**src/rtl/pipe_pkg.sv**
```systemverilog
// Shared pipeline types: the EX/MEM bundle layout, skid-buffer states and the
// ResultSrc encodings used by the writeback mux.
package pipe_pkg;

  // Bundle fields are sized for the widest supported datapath; narrower stages
  // zero-extend on entry and truncate on exit.
  localparam int EM_DATA_MAX = 64;
  localparam int EM_REG_MAX  = 8;

  localparam logic [1:0] RESULT_SRC_ALU = 2'b00;
  localparam logic [1:0] RESULT_SRC_MEM = 2'b01;
  localparam logic [1:0] RESULT_SRC_PC4 = 2'b10;

  typedef enum logic [1:0] {
    SKID_EMPTY = 2'd0,
    SKID_ONE   = 2'd1,
    SKID_FULL  = 2'd2
  } skid_state_t;

  typedef struct packed {
    logic                   reg_write;
    logic                   mem_write;
    logic [1:0]             result_src;
    logic [EM_DATA_MAX-1:0] alu_result;
    logic [EM_DATA_MAX-1:0] write_data;
    logic [EM_DATA_MAX-1:0] pc_plus4;
    logic [EM_REG_MAX-1:0]  rd;
  } em_bundle_t;

endpackage

```
**src/rtl/pipe_skid.sv**
```systemverilog
// Generic valid/ready pipeline register: a two-entry skid buffer with a fully
// registered ready, or a single register with a combinational ready path.
module pipe_skid
  import pipe_pkg::*;
#(
  parameter int W       = 8,
  parameter bit SKID_EN = 1'b1
) (
  input  logic         clk,
  input  logic         rst,
  input  logic         flush,
  input  logic         in_valid,
  output logic         in_ready,
  input  logic [W-1:0] in_data,
  output logic         out_valid,
  input  logic         out_ready,
  output logic [W-1:0] out_data
);

  logic in_fire;
  logic out_fire;

  assign in_fire  = in_valid && in_ready;
  assign out_fire = out_valid && out_ready;

  generate
    if (SKID_EN) begin : g_skid
      skid_state_t  state_reg;
      skid_state_t  state_next;
      logic         ready_reg;
      logic [W-1:0] out_reg;
      logic [W-1:0] skid_reg;
      logic         load_out_in;
      logic         load_out_skid;
      logic         load_skid;

      always_comb begin
        state_next    = state_reg;
        load_out_in   = 1'b0;
        load_out_skid = 1'b0;
        load_skid     = 1'b0;
        case (state_reg)
          SKID_EMPTY: begin
            if (in_fire) begin
              state_next  = SKID_ONE;
              load_out_in = 1'b1;
            end
          end
          SKID_ONE: begin
            if (in_fire && out_fire) begin
              load_out_in = 1'b1;
            end else if (in_fire) begin
              state_next = SKID_FULL;
              load_skid  = 1'b1;
            end else if (out_fire) begin
              state_next = SKID_EMPTY;
            end
          end
          SKID_FULL: begin
            if (out_fire) begin
              state_next    = SKID_ONE;
              load_out_skid = 1'b1;
            end
          end
          default: state_next = SKID_EMPTY;
        endcase
        // Flush overrides every transfer; the output register keeps its old
        // contents so data outputs hold while the stage is empty.
        if (flush) begin
          state_next    = SKID_EMPTY;
          load_out_in   = 1'b0;
          load_out_skid = 1'b0;
          load_skid     = 1'b0;
        end
      end

      // ready is computed from the next state so it never depends on out_ready
      // within the same cycle; it stays low until the first edge after reset.
      always_ff @(posedge clk or posedge rst) begin
        if (rst) begin
          state_reg <= SKID_EMPTY;
          ready_reg <= 1'b0;
        end else begin
          state_reg <= state_next;
          ready_reg <= (state_next != SKID_FULL);
        end
      end

      always_ff @(posedge clk or posedge rst) begin
        if (rst) begin
          out_reg  <= '0;
          skid_reg <= '0;
        end else begin
          if (load_out_in) begin
            out_reg <= in_data;
          end else if (load_out_skid) begin
            out_reg <= skid_reg;
          end
          if (load_skid) begin
            skid_reg <= in_data;
          end
        end
      end

      assign in_ready  = ready_reg;
      assign out_valid = (state_reg != SKID_EMPTY);
      assign out_data  = out_reg;
    end else begin : g_reg
      logic         valid_reg;
      logic         en_reg;
      logic [W-1:0] data_reg;

      always_ff @(posedge clk or posedge rst) begin
        if (rst) begin
          valid_reg <= 1'b0;
          en_reg    <= 1'b0;
          data_reg  <= '0;
        end else begin
          en_reg <= 1'b1;
          if (flush) begin
            valid_reg <= 1'b0;
          end else if (in_fire) begin
            valid_reg <= 1'b1;
            data_reg  <= in_data;
          end else if (out_fire) begin
            valid_reg <= 1'b0;
          end
        end
      end

      // en_reg keeps ready low while reset is held even though the stage is empty.
      assign in_ready  = en_reg && (out_ready || !valid_reg);
      assign out_valid = valid_reg;
      assign out_data  = data_reg;
    end
  endgenerate

endmodule

```
**src/rtl/ex_mem_skid_stage.sv**
```systemverilog
// EX/MEM pipeline boundary: packs the execute-stage bundle into em_bundle_t,
// buffers it in pipe_skid and presents the memory-stage view with bubbles.
module ex_mem_skid_stage
  import pipe_pkg::*;
#(
  parameter int DATA_WIDTH     = 32,
  parameter int REG_ADDR_WIDTH = 5,
  parameter bit SKID_EN        = 1'b1
) (
  input  logic                      clk,
  input  logic                      rst,
  input  logic                      flush,
  input  logic                      ValidE,
  output logic                      ReadyE,
  input  logic                      RegWriteE,
  input  logic                      MemWriteE,
  input  logic [1:0]                ResultSrcE,
  input  logic [DATA_WIDTH-1:0]     ALUResult,
  input  logic [DATA_WIDTH-1:0]     WriteDataE,
  input  logic [DATA_WIDTH-1:0]     PCPlus4E,
  input  logic [REG_ADDR_WIDTH-1:0] RdE,
  output logic                      ValidM,
  input  logic                      ReadyM,
  output logic                      RegWriteM,
  output logic                      MemWriteM,
  output logic [1:0]                ResultSrcM,
  output logic [DATA_WIDTH-1:0]     ALUResultM,
  output logic [DATA_WIDTH-1:0]     WriteDataM,
  output logic [DATA_WIDTH-1:0]     PCPlus4M,
  output logic [REG_ADDR_WIDTH-1:0] RdM
);

  localparam int PAY_W = $bits(em_bundle_t);

  em_bundle_t bundle_in;
  em_bundle_t bundle_out;
  logic       valid_m;

  always_comb begin
    bundle_in            = '0;
    bundle_in.reg_write  = RegWriteE;
    bundle_in.mem_write  = MemWriteE;
    bundle_in.result_src = ResultSrcE;
    bundle_in.alu_result = EM_DATA_MAX'(ALUResult);
    bundle_in.write_data = EM_DATA_MAX'(WriteDataE);
    bundle_in.pc_plus4   = EM_DATA_MAX'(PCPlus4E);
    bundle_in.rd         = EM_REG_MAX'(RdE);
  end

  pipe_skid #(
    .W       (PAY_W),
    .SKID_EN (SKID_EN)
  ) u_skid (
    .clk       (clk),
    .rst       (rst),
    .flush     (flush),
    .in_valid  (ValidE),
    .in_ready  (ReadyE),
    .in_data   (bundle_in),
    .out_valid (valid_m),
    .out_ready (ReadyM),
    .out_data  (bundle_out)
  );

  // Only the side-effecting control bits are squashed on a bubble; payload holds.
  always_comb begin
    ValidM     = valid_m;
    RegWriteM  = valid_m && bundle_out.reg_write;
    MemWriteM  = valid_m && bundle_out.mem_write;
    ResultSrcM = bundle_out.result_src;
    ALUResultM = DATA_WIDTH'(bundle_out.alu_result);
    WriteDataM = DATA_WIDTH'(bundle_out.write_data);
    PCPlus4M   = DATA_WIDTH'(bundle_out.pc_plus4);
    RdM        = REG_ADDR_WIDTH'(bundle_out.rd);
  end

endmodule

```
**config.mk**
```make
export PLATFORM = sky130hd
export DESIGN_NAME = ex_mem_skid_stage
export DESIGN_NICKNAME = d
export VERILOG_FILES = /design/src/rtl/pipe_pkg.sv /design/src/rtl/pipe_skid.sv /design/src/rtl/ex_mem_skid_stage.sv
export SDC_FILE = /design/constraint.sdc
export NUM_CORES = 1
export LEC_CHECK = 0
export ABC_AREA = 0
export BUFFER_PORTS_ARGS = -buffer_cell sky130_fd_sc_hd__buf_2
export CAP_MARGIN = 20
export CORE_ASPECT_RATIO = 1.2
export CORE_MARGIN = 2
export CORE_UTILIZATION = 40
export CTS_BUF_LIST = sky130_fd_sc_hd__clkbuf_16
export CTS_CLUSTER_SIZE = 12
export DETAILED_ROUTE_END_ITERATION = 10
export PLACE_DENSITY_LB_ADDON = 0.2
export SYNTH_ARGS = -nofsm -noshare
export SYNTH_HDL_FRONTEND = slang
export SYNTH_SLANG_ARGS = --single-unit
```
**constraint.sdc**
```tcl
create_clock -name clk -period 12 [get_ports clk]
set_input_delay 0.6 -clock clk [delete_from_list [all_inputs] [get_ports clk]]
set_output_delay 0.6 -clock clk [all_outputs]
set_load 0.005 [all_outputs]
```
## Word level (Yosys, flattened, before mapping)

Cells that the tools add are included.

| word-level totals | value |
|---|---|
| flip-flop bits (word level) | 312 |
| input bits | 110 |
| logic and storage cells | 34 |
| output and inout bits | 107 |

| operators by class | value |
|---|---|
| equal/unequal tests | 3 |
| muxes and demuxes | 19 |
| reductions and logical operators | 8 |

Operators with widths:

| cell | count |
|---|---|
| $mux W204 | 2 |
| $mux W2 | 6 |
| $mux W1 | 9 |
| $pmux W2 S3 | 1 |
| $logic_and A1 B1 Y1 | 5 |
| $reduce_bool A2 Y1 | 2 |
| $eq A2 B1 Y1 const B | 1 |
| $eq A2 B2 Y1 const B | 1 |
| $logic_not A2 Y1 | 1 |
| $ne A2 B2 Y1 const B | 1 |
| $pmux W1 S2 | 1 |

## Depth between registers and ports, before layout

| depth | value |
|---|---|
| word-level depth | 8 |
| depth in mapped cells | 7 |
| mapped depth without buffers | 4 |

## Cells and area by module

A second synthesis with hierarchy kept.

| unflattened totals | value |
|---|---|
| cells, all modules | 1340 |
| area, all modules | 17270.3 µm² |

Modules (own cells, without submodules):

| module | sequential area each (µm²) | times used | area each (µm²) | cells an instance |
|---|---|---|---|---|
| pipe_skid | 10284.9 | 1 | 17254.0 | 1337 |
| ex_mem_skid_stage | 0.0 | 1 | 16.3 | 3 |

## Worst setup path after synthesis

OpenSTA, ideal clock, no wires.

| timing | value |
|---|---|
| kind | input -> register |
| start point | input port ValidE |
| end point | register u_skid.g_skid.skid_reg[0] |
| buffers on the path | 2 |
| data arrival time | 1.633 ns |
| cell stages on the path | 6 |
| setup time | 0.128 ns |
| data required time | 11.872 ns |
| slack | 10.239 ns |
| cell sequence | nand2_2 > nor3b_2 > nand2_1 > buf_2 > buf_2 > mux2_1 |

| between the ends | value |
|---|---|
| word-level cells in the longest chain between the ends | 5 |
| elaborated cells on any way between the ends | 6 |
| those cells by class | mux (4); reduce/logical (2) |

Ends and longest elaborated chain:

| element | RTL line | source |
|---|---|---|
| from (decl) | ex_mem_skid_stage.sv:13 | `input logic ValidE,` |
| $logic_and A1 B1 Y1 (*) | pipe_skid.sv:23 | `assign in_fire = in_valid && in_ready;` |
| $mux W1 or $logic_and A1 B1 Y1 (tied branches) | pipe_skid.sv:52, pipe_skid.sv:50 |  |
| $mux W1 (*) | pipe_skid.sv:50 | `if (in_fire && out_fire) begin` |
| $mux W1 (*) | pipe_skid.sv:42 | `case (state_reg)` |
| $mux W1 (*) | pipe_skid.sv:69 | `if (flush) begin` |
| to (signal assigned) | pipe_skid.sv:100 | `skid_reg <= in_data;` |
| to (decl) | pipe_skid.sv:32 | `logic [W-1:0] skid_reg;` |

Mark *: on every way between the ends. The rest lies on a longest branch, timed or not.
A chain may end at the register's enable or synchronous reset.

## Worst setup path after layout

| timing | value |
|---|---|
| start point | register u_skid.g_skid.state_reg[1] |
| end point | register u_skid.g_skid.out_reg[37], in the netlist u_skid.out_data[37] |

| between the ends | value |
|---|---|
| word-level cells in the longest chain between the ends | 7 |
| elaborated cells on any way between the ends | 14 |
| those cells by class | eq/ne (2); mux (7); reduce/logical (5) |

Ends and longest elaborated chain:

| element | RTL line | source |
|---|---|---|
| from (decl) | pipe_skid.sv:28 | `skid_state_t state_reg;` |
| from (signal assigned) | pipe_skid.sv:84 | `state_reg <= state_next;` |
| $reduce_bool A2 Y1 | pipe_skid.sv:106 | `assign out_valid = (state_reg != SKID_EMPTY);` |
| $logic_and A1 B1 Y1 | pipe_skid.sv:24 | `assign out_fire = out_valid && out_ready;` |
| $logic_and A1 B1 Y1 | pipe_skid.sv:50 |  |
| $mux W1 | pipe_skid.sv:50 |  |
| $pmux W1 S2 | pipe_skid.sv:42 |  |
| $mux W1 | pipe_skid.sv:69 |  |
| $mux W204 or $reduce_bool A2 Y1 (tied branches) | n/a |  |
| to (signal assigned) | pipe_skid.sv:95 | `out_reg <= in_data;` |
| to (signal assigned) | pipe_skid.sv:97 | `out_reg <= skid_reg;` |
| to (decl) | pipe_skid.sv:31 | `logic [W-1:0] out_reg;` |

Parallel ways exist; a longest one is shown, timed or not.

==> results.ini <==
[status]
status = finished clean

[logic_synthesis]
syn-num-nets = 909
synth_area_sq_um = 9660
async_reset_ff_share_pct = 100
synth_most_common_cell = dfrtp_1
synthTopCellsByCount = dfrtp_1 (213), buf_4 (110), nand2_1 (106)
synth_area_leaders = dfrtp_1 (55%), mux2_1 (12%), mux2i_1 (11%)
yosysTopAreaCell = dfrtp_1
synth_top_area_share_pct = 55.2
yosysWarnings = 0
syn_area_per_cell_sq_um = 12.1
synth_flop_cell = dfrtp_1
synth-edff-count = 0
ys_types = 23
yosysSeqAreaShare_pct = 55.2
netlist_instances = 799
ys_ff_latch = 213

[die]
start_util_pct = 40.6
die_h_um = 174
dieArea_sq_um = 25400
die_x_um = 146
std_cell_rows = 62
boundaryPins = 217
core_sq_um = 23800

[place]
place_congestion = 0.721
port_buffers = 216
dp_hpwl_um = 12400
dp_slack_ns = 8.72
dp_cells = 1194

[timing]
slew_headroom_pct = 31.1
fmax_ghz = 0.327
tightest_slew_ns = 1.03
period_share_pct = 25.5
finClkSkew_ns = 0.0108
setup_tns_ns = 0
slew_viol_final = 0
finalSetupViolCount = 0
rsz0062_at_grt = no
setup_ws_ns = 8.94
post-route-min-period_ns = 3.06
hold_violations = 0

[clocking]
cts_setup_buffers = 0
clock-sinks = 213
worstSkewPairLatency_ns = 0.50
ctsResizeCount = 0
clk_pin_slew_ns = 0.06
cts_tree = done
cts-hold-fix-buffers = 0
root_buffer = clkbuf_16
cts.htree.levels = 1
clk_path_buf_depth = 3
cts_made_buffers = 23

[min_path]
hold_path.class = in -> async

[setup_path]
critPathTopFamily = buffers and inverters
critPathKind = reg -> reg
crit_chain = and2b_1, and3b_4, buf_4, buf_4, mux2i_1, o21ai_1
crit_required_ns = 12.35
path_buf_inv = 2
start_kind = register
cp.arrival_ns = 3.41
worst_path_max_delay_cell = buf_4
cp_common_cell = buf_4
critPathMaxStageDelay_ns = 0.95
crit_fanout = 56
cp-end-kind = register

[power]
power_density_nw_per_um2 = 177
internal_power_mw = 1.42
vdd_drop_max_v = 0.000101
seqPwrFrac_pct = 51.1
power_switching_uw = 498
comb_power_share_pct = 15.5
power_frac_clock_pct = 33.4
power.share.switching_pct = 26.0
power_leakage_nw = 4.95

[global_routing]
grt_pass1_wl_um = 32000
grt_pass1_vias = 5992
antenna_found_initial = 2
grt_use_total_pct = 15.3
grt-ovfl-total = 0
grt_max_degree = 96

[run]
drv_cap = 0

[route]
ant_nets = 0
drcViolationCount = 0
wl_per_cell_um = 15.6
dr.pass1.iters = 6
drt_wl_total_um = 19200
num_vias = 5858
drt_iter0_markers = 260
viasPerCell = 4.75

[final_layout]
diodes = 0
fillers = 2292
fin_cells = 1234
drive_gt1_share_pct = 28.1
area_growth_pct = 12.1
nets = 1009
fin_util_pct = 45.5

==> power groups by stage <==
stage	sequential [mW]	combinational (mW)	clock [mW]
6_report	0.979	0.296	0.641
5_1_grt	1.00	0.337	0.692
4_1_cts	0.980	0.305	0.667
3_5_place_dp	0.992	0.306	0
3_3_place_gp	0.986	0.298	0
2_1_floorplan	0.967	0.272	0
==> final cells by class <==
class                      count  area (sq um)  share of cell area [%]
clock inverter                17          96.3                   0.889
timing repair buffer         224          1140                    10.5
inverter                       2          15.0                   0.139
clock buffer                  23           576                    5.31
sequential                   213          5330                    49.2
tap                          320           400                    3.69
multi-input combinational    435          3280                    30.3
==> placed cells by master (no fill, tap or decap), types with 2 or more instances in the layout <==
cell / count
and2_1: 2
buf_2: 216
buf_4: 8
clkbuf_16: 23
clkinv_1: 6
dfrtp_1: 213
inv_1: 9
mux2_1: 105
mux2i_1: 105
nand2_1: 105
nor2_1: 2
o21ai_1: 105
==> final timing paths <==
path | from | endpoint | slack [ns] | cells past startpoint
max | u_skid.g_skid.state_reg[1] | u_skid.out_data[37] | 8.94 | 6
max reg2reg | u_skid.g_skid.state_reg[1] | u_skid.out_data[37] | 8.94 | 6
min reg2reg | u_skid.g_skid.skid_reg[202] | u_skid.g_skid.skid_reg[202] | 0.49 | 1
max in group asynchronous | rst | u_skid.g_skid.skid_reg[29] | 9.81 | 4
min | rst | u_skid.out_data[84] | 0.17 | 2
min in group clk | WriteDataE[8] | u_skid.out_data[80] | 0.31 | 3
==> cells by family (layout without fill, tap and decap cells) <==
family / Yosys count / after routing / synth area share [%]
AOI/OAI and AO/OA: 107 / 107 / 5.58
xor gates and xnor gates: 1 / 1 / 0.0906
buffers and inverters: 151 / 266 / 11.1
DFF: 213 / 213 / 55.2
muxes: 210 / 210 / 23.1
and+or+nand+nor: 117 / 117 / 4.95
==> stage by stage <==
step / hold slack, ns / cell area [sq um] / power (mW)
global placement: 0.474 / 10200 / 1.28
global route: 0.219 / 10800 / 2.03
floorplan: 0.464 / 9660 / 1.24
CTS: 0.193 / 10800 / 1.95
finish: 0.167 / 10800 / 1.92
detailed placement: 0.481 / 10200 / 1.30
==> per-layer routing <==
metal / global-route usage, % / part of all wire [%] / vias up
met4: 3.80 / 1.5 / 4
met1: 20.7 / 45 / 2864
li1: - / - / 2818
met5: 0 / 0.16 / -
met3: 4.17 / 6.9 / 25
met2: 24.5 / 46 / 147
==> worst register-to-register path: cells and delay by family, from the launching register on <==
| kind | cells | cell delay [ns] |
|---|---|---|
| flip-flops | 1 | 0.45 |
| buffers and inverters | 2 | 1.67 |
| multiplexers | 1 | 0.30 |
| AND/OR/NAND/NOR | 2 | 0.40 |
| AO/OA/AOI/OAI | 1 | 0.08 |
Note: power is estimated with default switching activity, not from simulation.
